==> config.mk <==
export PLATFORM = sky130hd
export DESIGN_NAME = eth_tx_arbiter_flat
export DESIGN_NICKNAME = d
export VERILOG_FILES = /design/src/rtl/eth_tx_arbiter_if.sv /design/src/rtl/eth_tx_arbiter.sv /design/src/flat_wrapper.sv
export SDC_FILE = /design/constraint.sdc
export NUM_CORES = 1
export LEC_CHECK = 0
export CAP_MARGIN = 25
export CORE_MARGIN = 3
export CORE_UTILIZATION = 35
export DETAILED_ROUTE_END_ITERATION = 8
export MAX_ROUTING_LAYER = met4
export PLACE_DENSITY_LB_ADDON = 0.2
export SKIP_CTS_REPAIR_TIMING = 1
export SKIP_LAST_GASP = 1
export SYNTH_ARGS = -nofsm -noshare
export SYNTH_HDL_FRONTEND = slang
export SYNTH_SLANG_ARGS = --single-unit
export TNS_END_PERCENT = 1
==> constraint.sdc <==
create_clock -name clk125M -period 6 [get_ports clk125M]
set_input_delay 0.9 -clock clk125M [delete_from_list [all_inputs] [get_ports clk125M]]
set_output_delay 0.9 -clock clk125M [all_outputs]
set_load 0.01 [all_outputs]
==> src/rtl/eth_tx_arbiter_if.sv <==
`default_nettype none
// ============================================================================
// Module  : eth_tx_arbiter_if
// Brief   : Channel request/FIFO-level bundle and TX-engine packet handshake
//           shared between eth_tx_arbiter (master) and its environment (slave).
// Revision: 1.0  initial release
// ============================================================================
interface eth_tx_arbiter_if #(
  parameter int NUM_CH = 2
);
  logic [NUM_CH-1:0]    ch_req;
  logic [32*NUM_CH-1:0] ch_total_num;
  logic [11*NUM_CH-1:0] ch_fifo_cnt;
  logic                 eth_tx_done;
  logic                 pkt_tx_en;
  logic [15:0]          pkt_length;
  logic [1:0]           pkt_ch_sel;
  logic [NUM_CH-1:0]    ch_busy;
  logic [NUM_CH-1:0]    ch_done;
  logic [NUM_CH-1:0]    ch_abort;

  modport master (
    input  ch_req, ch_total_num, ch_fifo_cnt, eth_tx_done,
    output pkt_tx_en, pkt_length, pkt_ch_sel, ch_busy, ch_done, ch_abort
  );

  modport slave (
    output ch_req, ch_total_num, ch_fifo_cnt, eth_tx_done,
    input  pkt_tx_en, pkt_length, pkt_ch_sel, ch_busy, ch_done, ch_abort
  );
endinterface
`default_nettype wire

==> src/rtl/eth_tx_arbiter.sv <==
`default_nettype none
// ============================================================================
// Module  : eth_tx_arbiter
// Brief   : Round-robin, per-packet sharing of the UDP/Ethernet TX engine
//           between capture channels. Optional FIFO-fill watchdog enabled by
//           defining ETH_ARB_TIMEOUT_EN.
// Revision: 1.0  initial release
// ============================================================================
module eth_tx_arbiter #(
  parameter int NUM_CH      = 2,
  parameter int MAX_PAYLOAD = 1472,
  parameter int GAP_CYCLES  = 128,
  parameter int TIMEOUT_CYC = 1000000
) (
  input  wire logic        clk125M,
  input  wire logic        reset,
  eth_tx_arbiter_if.master bus
);

  localparam int c_GAP_W = $clog2(GAP_CYCLES + 1);

  typedef enum logic [2:0] {
    S_IDLE      = 3'd0,
    S_SELECT    = 3'd1,
    S_WAIT_DATA = 3'd2,
    S_WAIT_DONE = 3'd3,
    S_GAP       = 3'd4
  } state_t;

  state_t              r_state;
  state_t              w_state_next;

  logic [31:0]         r_rem [NUM_CH];
  logic [NUM_CH-1:0]   w_busy;
  logic [NUM_CH-1:0]   w_sel_hit;

  logic [1:0]          r_last_grant;
  logic [1:0]          r_sel;
  logic [15:0]         r_pkt_length;
  logic                r_pkt_tx_en;
  logic [NUM_CH-1:0]   r_ch_done;
  logic [c_GAP_W-1:0]  r_gap_cnt;

  logic                w_found;
  logic [1:0]          w_grant;
  logic [31:0]         w_rem_grant;
  logic [31:0]         w_rem_sel;
  logic [10:0]         w_fifo_sel;
  logic [32:0]         w_bytes;
  logic [15:0]         w_len;
  logic [31:0]         w_half;
  logic [31:0]         w_rem_next;
  logic                w_fifo_ok;

  logic                w_tx_pulse;
  logic                w_load_pkt;
  logic                w_take_done;
  logic                w_abort;

  // ---------------------------------------------------------------------------
  // Per-channel remaining-sample counters
  // ---------------------------------------------------------------------------
  for (genvar i = 0; i < NUM_CH; i++) begin : g_ch
    assign w_busy[i]    = (r_rem[i] != 32'd0);
    assign w_sel_hit[i] = (r_sel == 2'(i));

    always_ff @(posedge clk125M or posedge reset) begin
      if (reset) begin
        r_rem[i] <= 32'd0;
      end else if (bus.ch_req[i] && !w_busy[i] && (bus.ch_total_num[i*32 +: 32] != 32'd0)) begin
        r_rem[i] <= bus.ch_total_num[i*32 +: 32];
      end else if (w_take_done && w_sel_hit[i]) begin
        r_rem[i] <= w_rem_next;
      end else if (w_abort && w_sel_hit[i]) begin
        r_rem[i] <= 32'd0;
      end
    end
  end

  // Round-robin search starting just after the previous grant
  always_comb begin
    w_found = 1'b0;
    w_grant = r_last_grant;
    for (int off = 1; off <= NUM_CH; off++) begin
      for (int i = 0; i < NUM_CH; i++) begin
        if (!w_found && w_busy[i] && (((int'(r_last_grant) + off) % NUM_CH) == i)) begin
          w_found = 1'b1;
          w_grant = 2'(i);
        end
      end
    end
  end

  always_comb begin
    w_rem_grant = 32'd0;
    w_rem_sel   = 32'd0;
    w_fifo_sel  = 11'd0;
    for (int i = 0; i < NUM_CH; i++) begin
      if (w_grant == 2'(i)) begin
        w_rem_grant = r_rem[i];
      end
      if (r_sel == 2'(i)) begin
        w_rem_sel  = r_rem[i];
        w_fifo_sel = bus.ch_fifo_cnt[i*11 +: 11];
      end
    end
  end

  // Byte count is formed at 33 bits so rem >= 2^31 still clips correctly
  assign w_bytes    = {w_rem_grant, 1'b0};
  assign w_len      = (w_bytes > 33'(MAX_PAYLOAD)) ? 16'(MAX_PAYLOAD) : w_bytes[15:0];
  assign w_half     = {17'd0, r_pkt_length[15:1]};
  assign w_rem_next = w_rem_sel - w_half;
  assign w_fifo_ok  = ({5'd0, w_fifo_sel} >= {1'b0, r_pkt_length[15:1]});

`ifdef ETH_ARB_TIMEOUT_EN
  localparam int c_WD_W = $clog2(TIMEOUT_CYC + 1);

  logic [c_WD_W-1:0] r_wd_cnt;
  logic [NUM_CH-1:0] r_ch_abort;

  always_ff @(posedge clk125M or posedge reset) begin
    if (reset) begin
      r_wd_cnt   <= '0;
      r_ch_abort <= '0;
    end else begin
      r_ch_abort <= w_abort ? w_sel_hit : '0;
      if (r_state == S_WAIT_DATA) begin
        r_wd_cnt <= r_wd_cnt + 1'b1;
      end else begin
        r_wd_cnt <= '0;
      end
    end
  end

  assign bus.ch_abort = r_ch_abort;
`else
  // TIMEOUT_CYC only shapes the watchdog build; nothing to elaborate here
  if (TIMEOUT_CYC < 1) begin : g_no_watchdog
  end

  assign bus.ch_abort = '0;
`endif

  // ---------------------------------------------------------------------------
  // Packet sequencing FSM
  // ---------------------------------------------------------------------------
  always_ff @(posedge clk125M or posedge reset) begin
    if (reset) begin
      r_state <= S_IDLE;
    end else begin
      r_state <= w_state_next;
    end
  end

  always_comb begin
    w_state_next = r_state;
    w_tx_pulse   = 1'b0;
    w_load_pkt   = 1'b0;
    w_take_done  = 1'b0;
    w_abort      = 1'b0;
    case (r_state)
      S_IDLE: begin
        if (|w_busy) begin
          w_state_next = S_SELECT;
        end
      end
      S_SELECT: begin
        if (w_found) begin
          w_load_pkt   = 1'b1;
          w_state_next = S_WAIT_DATA;
        end else begin
          w_state_next = S_IDLE;
        end
      end
      S_WAIT_DATA: begin
        if (w_fifo_ok) begin
          w_tx_pulse   = 1'b1;
          w_state_next = S_WAIT_DONE;
        end
`ifdef ETH_ARB_TIMEOUT_EN
        else if (r_wd_cnt == c_WD_W'(TIMEOUT_CYC - 1)) begin
          w_abort      = 1'b1;
          w_state_next = S_GAP;
        end
`endif
      end
      S_WAIT_DONE: begin
        if (bus.eth_tx_done) begin
          w_take_done  = 1'b1;
          w_state_next = S_GAP;
        end
      end
      S_GAP: begin
        if (r_gap_cnt == c_GAP_W'(GAP_CYCLES - 1)) begin
          w_state_next = S_IDLE;
        end
      end
      default: begin
        w_state_next = S_IDLE;
      end
    endcase
  end

  // ---------------------------------------------------------------------------
  // Packet descriptor, pulses and gap counter
  // ---------------------------------------------------------------------------
  always_ff @(posedge clk125M or posedge reset) begin
    if (reset) begin
      r_last_grant <= 2'(NUM_CH - 1);
      r_sel        <= 2'd0;
      r_pkt_length <= 16'd0;
      r_pkt_tx_en  <= 1'b0;
      r_ch_done    <= '0;
      r_gap_cnt    <= '0;
    end else begin
      r_pkt_tx_en <= w_tx_pulse;
      r_ch_done   <= (w_take_done && (w_rem_next == 32'd0)) ? w_sel_hit : '0;
      if (w_load_pkt) begin
        r_pkt_length <= w_len;
        r_sel        <= w_grant;
        r_last_grant <= w_grant;
      end
      if (r_state == S_GAP) begin
        r_gap_cnt <= r_gap_cnt + 1'b1;
      end else begin
        r_gap_cnt <= '0;
      end
    end
  end

  assign bus.pkt_tx_en  = r_pkt_tx_en;
  assign bus.pkt_length = r_pkt_length;
  assign bus.pkt_ch_sel = r_sel;
  assign bus.ch_busy    = w_busy;
  assign bus.ch_done    = r_ch_done;

endmodule
`default_nettype wire
==> src/flat_wrapper.sv <==
// flat-port wrapper written by rule: the top's interface ports become plain ports
module eth_tx_arbiter_flat 
#(
  parameter int NUM_CH      = 2,
  parameter int MAX_PAYLOAD = 1472,
  parameter int GAP_CYCLES  = 128,
  parameter int TIMEOUT_CYC = 1000000
)
  (clk125M, reset, bus_ch_req, bus_ch_total_num, bus_ch_fifo_cnt, bus_eth_tx_done, bus_pkt_tx_en, bus_pkt_length, bus_pkt_ch_sel, bus_ch_busy, bus_ch_done, bus_ch_abort);
  eth_tx_arbiter_if #(.NUM_CH(NUM_CH)) bus_i ();
  input  wire logic clk125M;
  input  wire logic reset;
  input wire logic [$bits(bus_i.ch_req)-1:0] bus_ch_req;
  input wire logic [$bits(bus_i.ch_total_num)-1:0] bus_ch_total_num;
  input wire logic [$bits(bus_i.ch_fifo_cnt)-1:0] bus_ch_fifo_cnt;
  input wire logic [$bits(bus_i.eth_tx_done)-1:0] bus_eth_tx_done;
  output wire logic [$bits(bus_i.pkt_tx_en)-1:0] bus_pkt_tx_en;
  output wire logic [$bits(bus_i.pkt_length)-1:0] bus_pkt_length;
  output wire logic [$bits(bus_i.pkt_ch_sel)-1:0] bus_pkt_ch_sel;
  output wire logic [$bits(bus_i.ch_busy)-1:0] bus_ch_busy;
  output wire logic [$bits(bus_i.ch_done)-1:0] bus_ch_done;
  output wire logic [$bits(bus_i.ch_abort)-1:0] bus_ch_abort;
  assign bus_i.ch_req = bus_ch_req;
  assign bus_i.ch_total_num = bus_ch_total_num;
  assign bus_i.ch_fifo_cnt = bus_ch_fifo_cnt;
  assign bus_i.eth_tx_done = bus_eth_tx_done;
  assign bus_pkt_tx_en = bus_i.pkt_tx_en;
  assign bus_pkt_length = bus_i.pkt_length;
  assign bus_pkt_ch_sel = bus_i.pkt_ch_sel;
  assign bus_ch_busy = bus_i.ch_busy;
  assign bus_ch_done = bus_i.ch_done;
  assign bus_ch_abort = bus_i.ch_abort;
  eth_tx_arbiter #(.NUM_CH(NUM_CH), .MAX_PAYLOAD(MAX_PAYLOAD), .GAP_CYCLES(GAP_CYCLES), .TIMEOUT_CYC(TIMEOUT_CYC)) u_core (.clk125M(clk125M), .reset(reset), .bus(bus_i));
endmodule
==> impl_metrics.yaml, run 1 <==
worst_setup_path:
  crit_top_cell: "nor4_1"
  worstSetupStartpointType: "register"
  arrival_ns: 4.80
  max_stage_delay_ns: 0.98
  end_kind: "register"
  critPathMaxFanout: 33
  slowest_stage: "dfrtp_2"
  crit_chain: "mux2i_1, or2_2, ha_1, inv_1, fa_1, a21o_2, a221oi_4, o21a_4, xnor2_1, nor4_1, or4b_1, or4_1, nor4_1"
  critPathTopFamily: "simple AND/OR/NAND/NOR gates"
  crit_buf_inv: 1
  critical_path_class: "reg -> reg"
  required_ns: 6.25
placement:
  gp_congestion: 0.923
  hpwl_um: 18000
  io_buffers: 112
route:
  vias: 6576
  first_iter_violations: 580
  vias_per_cell: 5.60
  avgRoutedWirePerCell_um: 19.6
  drc_errors: 0
  dr.pass1.iters: 5
  ant_nets: 0
  wirelength_um: 23000
logic_synthesis:
  ys_seq_elements: 96
  synth.distinct_cells: 77
  ys_seq_area_share_pct: 33.7
  yosysTopAreaCellShare_pct: 33.3
  syn_area_um2: 7140
  synth_enable_flop_cells: 0
  avgSynthCellArea_um2: 8.70
  yosys_most_used_dff: "dfrtp_1"
  async_flop_share_pct: 100
  ys_warn_count: 0
  syn_inst: 820
  synth_top_area_cell: "dfrtp_1"
  synth_area_leaders: "dfrtp_1, mux2i_1, nor2_1"
power:
  power.density_nw_per_um2: 540
  p_total_mw: 4.72
  peakVddDrop_mv: 0.202
  power.leakage_nw: 3.45
global_routing:
  grt_pass1_vias: 6353
  grt-ovfl-total: 0
  grt_max_degree: 59
  groute.usage.overall_pct: 21.5
  antenna_found_initial: 0
  grt_pass1_wl_um: 36600
clock_network:
  clockBufferDepth: 2
  clock-sinks: 96
  clkTransAtPathRegs_ns: 0.07
  cts_made_buffers: 9
  insertion_delay_ns: 0.36
  cts_tree: "yes"
  cts-htree-levels: 3
  root_buffer: "clkbuf_16"
sta:
  max_freq_ghz: 0.219
  hold_violations: 0
  fin_tns_setup_ns: 0
  relSlewSlack_pct: 37.6
  slew_viol_final: 0
  min_period_ns: 4.56
  fin_skew_ns: 0.0114
  setup_violations: 0
  period_share_pct: 75.9
  worst_pin_slew_ns: 0.936
  rsz0062_at_grt: "no"
finish:
  diodes: 0
  final_nets: 1026
  syn2layout_area_growth_pct: 22.6
  drive_above_1_share_pct: 6.92
floorplanning:
  fp.dieW_um: 149
  die_h_um: 149
  dieArea_um2: 22100
  start_util_pct: 36.2
  core_area_um2: 19700
  num_rows: 51
  design.portCount: 116
run:
  maxCapViolations: 0
worst_hold_path:
  hold_class: "reg -> reg"
outcome:
  status: "finished clean"
## per-stage QoR
step	utilization [%]	hold WS (ns)	setup WS [ns]	cells	cell area, µm²
after floorplan	-	0.448	1.00	822	7140
final	44.4	0.481	1.44	1175	8750
after global placement	42.8	0.474	1.58	1160	8450
after detailed placement	42.9	0.477	1.47	1161	8470
after CTS	44.4	0.487	1.46	1175	8750
after global routing	44.4	0.503	1.15	1175	8750
## area by class of cell
cell class              instances  area [µm²]
multi-input cells             658        4450
fillers                      1976       11000
repair buffers                120        1190
flip-flops and latches         96        2400
clock inverters                 5        57.6
inverters                      22        85.1
well taps                     265         332
clock buffers                   9         225
## per-layer routing
layer	vias to the layer above	track usage [%]	wire length, µm
met1	3126	33.2	11500
met4	0	4.58	356
met5	-	-	0
met2	254	29.3	9310
met3	23	3.98	1800
li1	3173	-	-
## where the power goes
group          switching, mW  internal [mW]
Combinational           1.70           1.20
Sequential             0.353          0.893
Clock                  0.257          0.320
## path summary, 6_finish.rpt
path	slack [ns]	depth (start not counted)	to	startpoint
min in group asynchronous	0.92	2	u_core.r_rem[34]$_DFFE_PP0P_	reset
max in group asynchronous	3.92	3	u_core.r_rem[21]$_DFFE_PP0P_	reset
worst min register to register	0.48	1	u_core.r_gap_cnt[0]$_DFF_PP0_	u_core.r_gap_cnt[0]$_DFF_PP0_
worst min-delay path	0.48	1	u_core.r_gap_cnt[0]$_DFF_PP0_	u_core.r_gap_cnt[0]$_DFF_PP0_
worst max-delay path	1.44	13	u_core.bus.ch_done[0]$_DFF_PP0_	u_core.bus.pkt_ch_sel[0]$_DFFE_PP0P_
worst max register to register	1.44	13	u_core.bus.ch_done[0]$_DFF_PP0_	u_core.bus.pkt_ch_sel[0]$_DFFE_PP0P_
## sequential cells by signal, indices dropped and copies added (netlist names)
register               count
u_core.r_rem              64
u_core.bus.pkt_length     15
u_core.r_gap_cnt           8
u_core.r_state             3
u_core.bus.ch_done         2
u_core.bus.pkt_ch_sel      2
u_core.bus.pkt_tx_en       1
u_core.r_last_grant        1
## layout by cell type (no fill, tap or decap), types with 16 or more instances in the layout
cell / synthesis / layout
a211oi_1: 16 / 16
a21o_1: 22 / 22
a21oi_1: 26 / 26
clkdlybuf4s50_1: 0 / 112
dfrtp_1: 95 / 94
ha_1: 27 / 27
inv_1: 22 / 21
mux2i_1: 85 / 85
nand2_1: 65 / 65
nor2_1: 106 / 102
nor3_1: 16 / 16
nor4_1: 34 / 34
o21ai_0: 71 / 71
xnor2_1: 18 / 18
## Yosys cell counts, types with 6 or more instances
library cell,n
nor2_1,106
dfrtp_1,95
mux2i_1,85
o21ai_0,71
nand2_1,65
nor4_1,34
clkbuf_1,27
ha_1,27
a21oi_1,26
a21o_1,22
inv_1,22
xnor2_1,18
a211oi_1,16
nor3_1,16
xor2_1,14
or2_2,11
nand4_1,10
nand3_1,9
o21bai_1,7
a22oi_1,6
and3_1,6
buf_1,6
nand2b_1,6
## cells by family after synthesis
kind of cell	after synthesis	share of synthesized area, %
simple gates	301	20.9
compound gates	207	19.6
flops	96	33.7
mux	87	12.2
buf+inv	68	4.56
xor+xnor	32	3.93
fa+ha+maj	28	5.01
other cells	1	0.0526
Note: power is estimated with default switching activity, not from simulation.
==> run 2: changes to the inputs <==
==> constraint.sdc (replaced) <==
create_clock -name clk125M -period 4.7 [get_ports clk125M]
set_input_delay 0.705 -clock clk125M [delete_from_list [all_inputs] [get_ports clk125M]]
set_output_delay 0.705 -clock clk125M [all_outputs]
set_load 0.01 [all_outputs]
==> run 2 against run 1 <==
Combinational power up 33%. Die area is the same. Fmax up 12%. Largest cell class unchanged.
==> impl_metrics.yaml, run 2 (synthesized netlist as in run 1, its figures left out) <==
outcome:
  status: "finished clean"
route:
  avgRoutedWirePerCell_um: 19.4
  vias: 6507
  vias_per_cell: 5.51
  wirelength_um: 22900
  first_iter_violations: 480
  drc_errors: 0
  dr.pass1.iters: 5
  ant_nets: 0
sta:
  setup_violations: 0
  relSlewSlack_pct: 38.0
  min_period_ns: 4.06
  fin_tns_setup_ns: 0
  fin_skew_ns: 0.0115
  worst_pin_slew_ns: 0.928
  rsz0062_at_grt: "no"
  max_freq_ghz: 0.246
  period_share_pct: 86.3
  hold_violations: 0
  slew_viol_final: 0
power:
  power.leakage_nw: 3.48
  clkPwrFrac_pct: 12.5
  internal_power_mw: 3.13
  pwr-share-comb_pct: 62.7
  power.density_nw_per_um2: 700
  switching_share_pct: 49.1
  peakVddDrop_mv: 0.223
  p_total_mw: 6.15
  p_sw_mw: 3.02
  p_seq_share_pct: 24.8
clock_network:
  clkTransAtPathRegs_ns: 0.07
  insertion_delay_ns: 0.35
  clock-sinks: 96
  cts_made_buffers: 9
  clockBufferDepth: 2
  root_buffer: "clkbuf_16"
  cts-htree-levels: 3
  cts_tree: "yes"
worst_setup_path:
  end_kind: "register"
  required_ns: 4.94
  critPathMaxFanout: 23
  arrival_ns: 4.30
  worstSetupStartpointType: "register"
  r2r_cells: 12
  critical_path_class: "reg -> reg"
floorplanning:
  num_rows: 51
  start_util_pct: 36.2
  die_h_um: 149
  core_area_um2: 19700
  fp.dieW_um: 149
  dieArea_um2: 22100
  design.portCount: 116
placement:
  gp_congestion: 0.925
  io_buffers: 112
  hpwl_um: 18200
global_routing:
  antenna_found_initial: 0
  grt_pass1_wl_um: 36300
  grt-ovfl-total: 0
  grt_max_degree: 51
  grt_pass1_vias: 6352
  groute.usage.overall_pct: 21.5
finish:
  fill_cells: 1940
  final_cell_mix: "clkdlybuf4s50_1, nor2_1, dfrtp_1"
  register_area_um2: 2400
  utilization_pct: 44.6
  diodes: 0
  final_nets: 1030
  largest_reg_flops: 64
  syn2layout_area_growth_pct: 23.1
  top_register: "u_core.r_rem"
  drive_above_1_share_pct: 7.42
  multi_input_area_um2: 4450
  mostFrequentLayoutCell: "clkdlybuf4s50_1"
worst_hold_path:
  min_path_cells: 1
  hold_class: "reg -> reg"
run:
  maxCapViolations: 0
run 2: worst paths after layout:
kind / start / slack [ns] / end
max: u_core.bus.pkt_ch_sel[0]$_DFFE_PP0P_ / 0.64 / u_core.bus.ch_done[0]$_DFF_PP0_
min: u_core.r_gap_cnt[0]$_DFF_PP0_ / 0.49 / u_core.r_gap_cnt[0]$_DFF_PP0_
max reg2reg: u_core.bus.pkt_ch_sel[0]$_DFFE_PP0P_ / 0.64 / u_core.bus.ch_done[0]$_DFF_PP0_
min reg2reg: u_core.r_gap_cnt[0]$_DFF_PP0_ / 0.49 / u_core.r_gap_cnt[0]$_DFF_PP0_
max in group asynchronous: reset / 3.13 / u_core.r_last_grant[0]$_DFFE_PP1P_
min in group asynchronous: reset / 0.72 / u_core.r_rem[34]$_DFFE_PP0P_
run 2: power groups by stage:
stage	clock, mW	sequential, mW	combinational [mW]
2_1_floorplan	0	1.40	2.78
6_report	0.771	1.53	3.86
3_5_place_dp	0	1.53	3.79
3_3_place_gp	0	1.53	3.80
4_1_cts	0.788	1.51	3.81
5_1_grt	0.819	1.57	4.22
run 2: area by class of cell:
class | count | area share [%]
Inverter | 22 | 0.968
Clock buffer | 11 | 2.76
Clock inverter | 5 | 0.698
Tap cell | 265 | 3.77
Sequential cell | 96 | 27.4
Timing Repair Buffer | 124 | 13.8
Multi-Input combinational cell | 658 | 50.6
run 2: through the flow:
step / setup WS [ns] / instance area [µm²] / hold WS, ns / cells
2_1_floorplan: 0.0462 / 7150 / 0.448 / 822
3_3_place_gp: 0.780 / 8480 / 0.474 / 1164
3_5_place_dp: 0.658 / 8480 / 0.489 / 1165
4_1_cts: 0.628 / 8790 / 0.499 / 1181
5_1_grt: 0.237 / 8790 / 0.511 / 1181
6_report: 0.642 / 8790 / 0.493 / 1181
run 2: per-layer routing:
metal  share of wire (%)  global-route usage [%]
met1                  51                    32.8
met2                  43                    31.0
met3                 5.8                    2.80
met4                0.72                    3.52
met5                   0                       -
run 2: worst max-delay path, stage by stage (launching register included):
cell,delay [ns]
dfrtp_2,0.52
buf_4,0.43
mux2i_1,0.26
nor2_1,0.06
ha_1,0.35
o21ai_0,0.10
o21bai_1,0.38
and2_2,0.22
a221oi_1,0.08
nor4_1,0.30
or4b_1,0.44
or4_1,0.54
nor4_1,0.26
==> run 3: changes to the inputs <==
--- a/config.mk
+++ b/config.mk
@@ -6,8 +6,10 @@
 export NUM_CORES = 1
 export LEC_CHECK = 0
 export CAP_MARGIN = 25
+export CORE_ASPECT_RATIO = 0.8
 export CORE_MARGIN = 3
 export CORE_UTILIZATION = 35
+export CTS_CLUSTER_SIZE = 10
 export DETAILED_ROUTE_END_ITERATION = 8
 export MAX_ROUTING_LAYER = met4
 export PLACE_DENSITY_LB_ADDON = 0.2
==> run 3 against run 2 <==
Sequential cell count stayed put. Worst setup slack worse by 0.14 ns. Final area is 0.50% higher. Global-route usage is 0.64 points higher. Routed wire length is 3.9% higher. Power is 0.83% higher. Utilization is 0.22 points lower. Worst hold slack worse by 0.0099 ns. Critical path type unchanged. Largest power group unchanged. Highest routed layer unchanged.
==> impl_metrics.yaml, run 3 (synthesized netlist as in run 1, its figures left out) <==
route:
  avgRoutedWirePerCell_um: 20.1
  wl_met2_um: 8850
  wirelength_um: 23800
  first_iter_violations: 654
  drc_errors: 0
  dr_wl_met3_um: 2040
  vias: 6648
  vias_per_cell: 5.63
  top_layer_used: "met4"
  ant_nets: 0
  m1WireLength_um: 12600
  dr.pass1.iters: 5
sta:
  min_period_ns: 4.20
  max_freq_ghz: 0.238
  worst_pin_slew_ns: 0.897
  period_share_pct: 89.3
  slew_viol_final: 0
  hold_violations: 0
  setup_violations: 0
  fin_tns_setup_ns: 0
  relSlewSlack_pct: 40.0
  setup_ws_ns: 0.504
  fin_skew_ns: 0.0159
  rsz0062_at_grt: "no"
power:
  power.leakage_nw: 3.49
  power.density_nw_per_um2: 702
  peakVddDrop_mv: 0.274
run:
  maxCapViolations: 0
placement:
  place_inst: 1165
  io_buffers: 112
  gp_congestion: 0.951
  pre_cts_ws_ns: 0.539
  hpwl_um: 18600
  place_area_um2: 8510
floorplanning:
  core_area_um2: 19900
  design.portCount: 116
  dieArea_um2: 22100
  num_rows: 46
  die_h_um: 134
  start_util_pct: 35.8
  fp.dieW_um: 166
worst_setup_path:
  r2r_slack_ns: 0.50
  arrival_ns: 4.44
  critPathMaxFanout: 15
  critical_path_class: "reg -> reg"
  worstSetupStartpointType: "register"
  required_ns: 4.94
  end_kind: "register"
finish:
  utilization_pct: 44.3
  fill_cells: 2020
  instances_no_fill: 1180
  design_area_um2: 8830
  final_nets: 1031
  drive_above_1_share_pct: 7.53
  largest_reg_flops: 64
  mostFrequentLayoutCell: "clkdlybuf4s50_1"
  final_cell_mix: "clkdlybuf4s50_1, nor2_1, dfrtp_1"
  top_register: "u_core.r_rem"
  diodes: 0
  syn2layout_area_growth_pct: 23.8
clock_network:
  clock-sinks: 96
  clockBufferDepth: 2
  clkTransAtPathRegs_ns: 0.08
  root_buffer: "clkbuf_16"
  cts_tree: "yes"
  insertion_delay_ns: 0.36
  cts-htree-levels: 3
  cts_made_buffers: 9
global_routing:
  grt_pass1_vias: 6357
  groute.usage.overall_pct: 22.1
  grt-ovfl-total: 0
  grt_pass1_wl_um: 37500
  antenna_found_initial: 0
  grt_max_degree: 53
worst_hold_path:
  hold_class: "reg -> reg"
outcome:
  status: "finished clean"
-- run 3: cell types whose count changed in the layout (fill, tap and decap cells not counted), sizes merged --
cell and delta:
clkbuf -2, buf +1, bufinv +1, inv -1, clkinv +1
-- run 3: final cells by class --
cell class              count  area [µm²]  share of cell area (%)
inverters                  22        85.1                   0.963
well taps                 264         330                    3.74
repair buffers            125        1240                    14.1
flip-flops and latches     96        2400                    27.2
multi-input cells         658        4450                    50.4
clock buffers               9         225                    2.55
clock inverters             6        91.3                    1.03
-- run 3: final timing paths --
check                                                     endpoint  cells after the start                                 start
worst max-delay path               u_core.bus.ch_done[0]$_DFF_PP0_                     13  u_core.bus.pkt_ch_sel[0]$_DFFE_PP0P_
worst min-delay path                 u_core.r_gap_cnt[0]$_DFF_PP0_                      1         u_core.r_gap_cnt[0]$_DFF_PP0_
worst max register to register     u_core.bus.ch_done[0]$_DFF_PP0_                     13  u_core.bus.pkt_ch_sel[0]$_DFFE_PP0P_
worst min register to register       u_core.r_gap_cnt[0]$_DFF_PP0_                      1         u_core.r_gap_cnt[0]$_DFF_PP0_
max in group asynchronous       u_core.r_last_grant[0]$_DFFE_PP1P_                      3                                 reset
min in group asynchronous             u_core.r_rem[35]$_DFFE_PP0P_                      2                                 reset
-- run 3: through the flow --
stage	hold WS, ns	power, mW
4_1_cts	0.491	6.14
2_1_floorplan	0.448	4.17
6_report	0.483	6.20
3_5_place_dp	0.481	5.29
3_3_place_gp	0.475	5.29
5_1_grt	0.505	6.65
-- run 3: per-layer routing --
metal / global-route usage, % / vias up
li1: - / 3182
met1: 35.0 / 3154
met2: 27.6 / 289
met5: - / -
met3: 5.81 / 23
met4: 4.25 / 0
-- run 3: critical path, stage by stage (launching register included) --
cell,delay [ns]
dfrtp_2,0.64
mux2i_1,0.22
or2_2,0.12
ha_1,0.16
inv_1,0.06
fa_1,0.41
a21o_2,0.24
a221oi_4,0.38
o21a_4,0.21
o21ai_0,0.10
xor2_1,0.20
or4b_1,0.50
or4_1,0.53
nor4_1,0.32
-- run 3: report_power, final --
part	internal, mW	leakage (nW)	switching, mW
sequential	1.14	1.21	0.419
combinational	1.56	2.13	2.27
clock	0.468	0.156	0.349
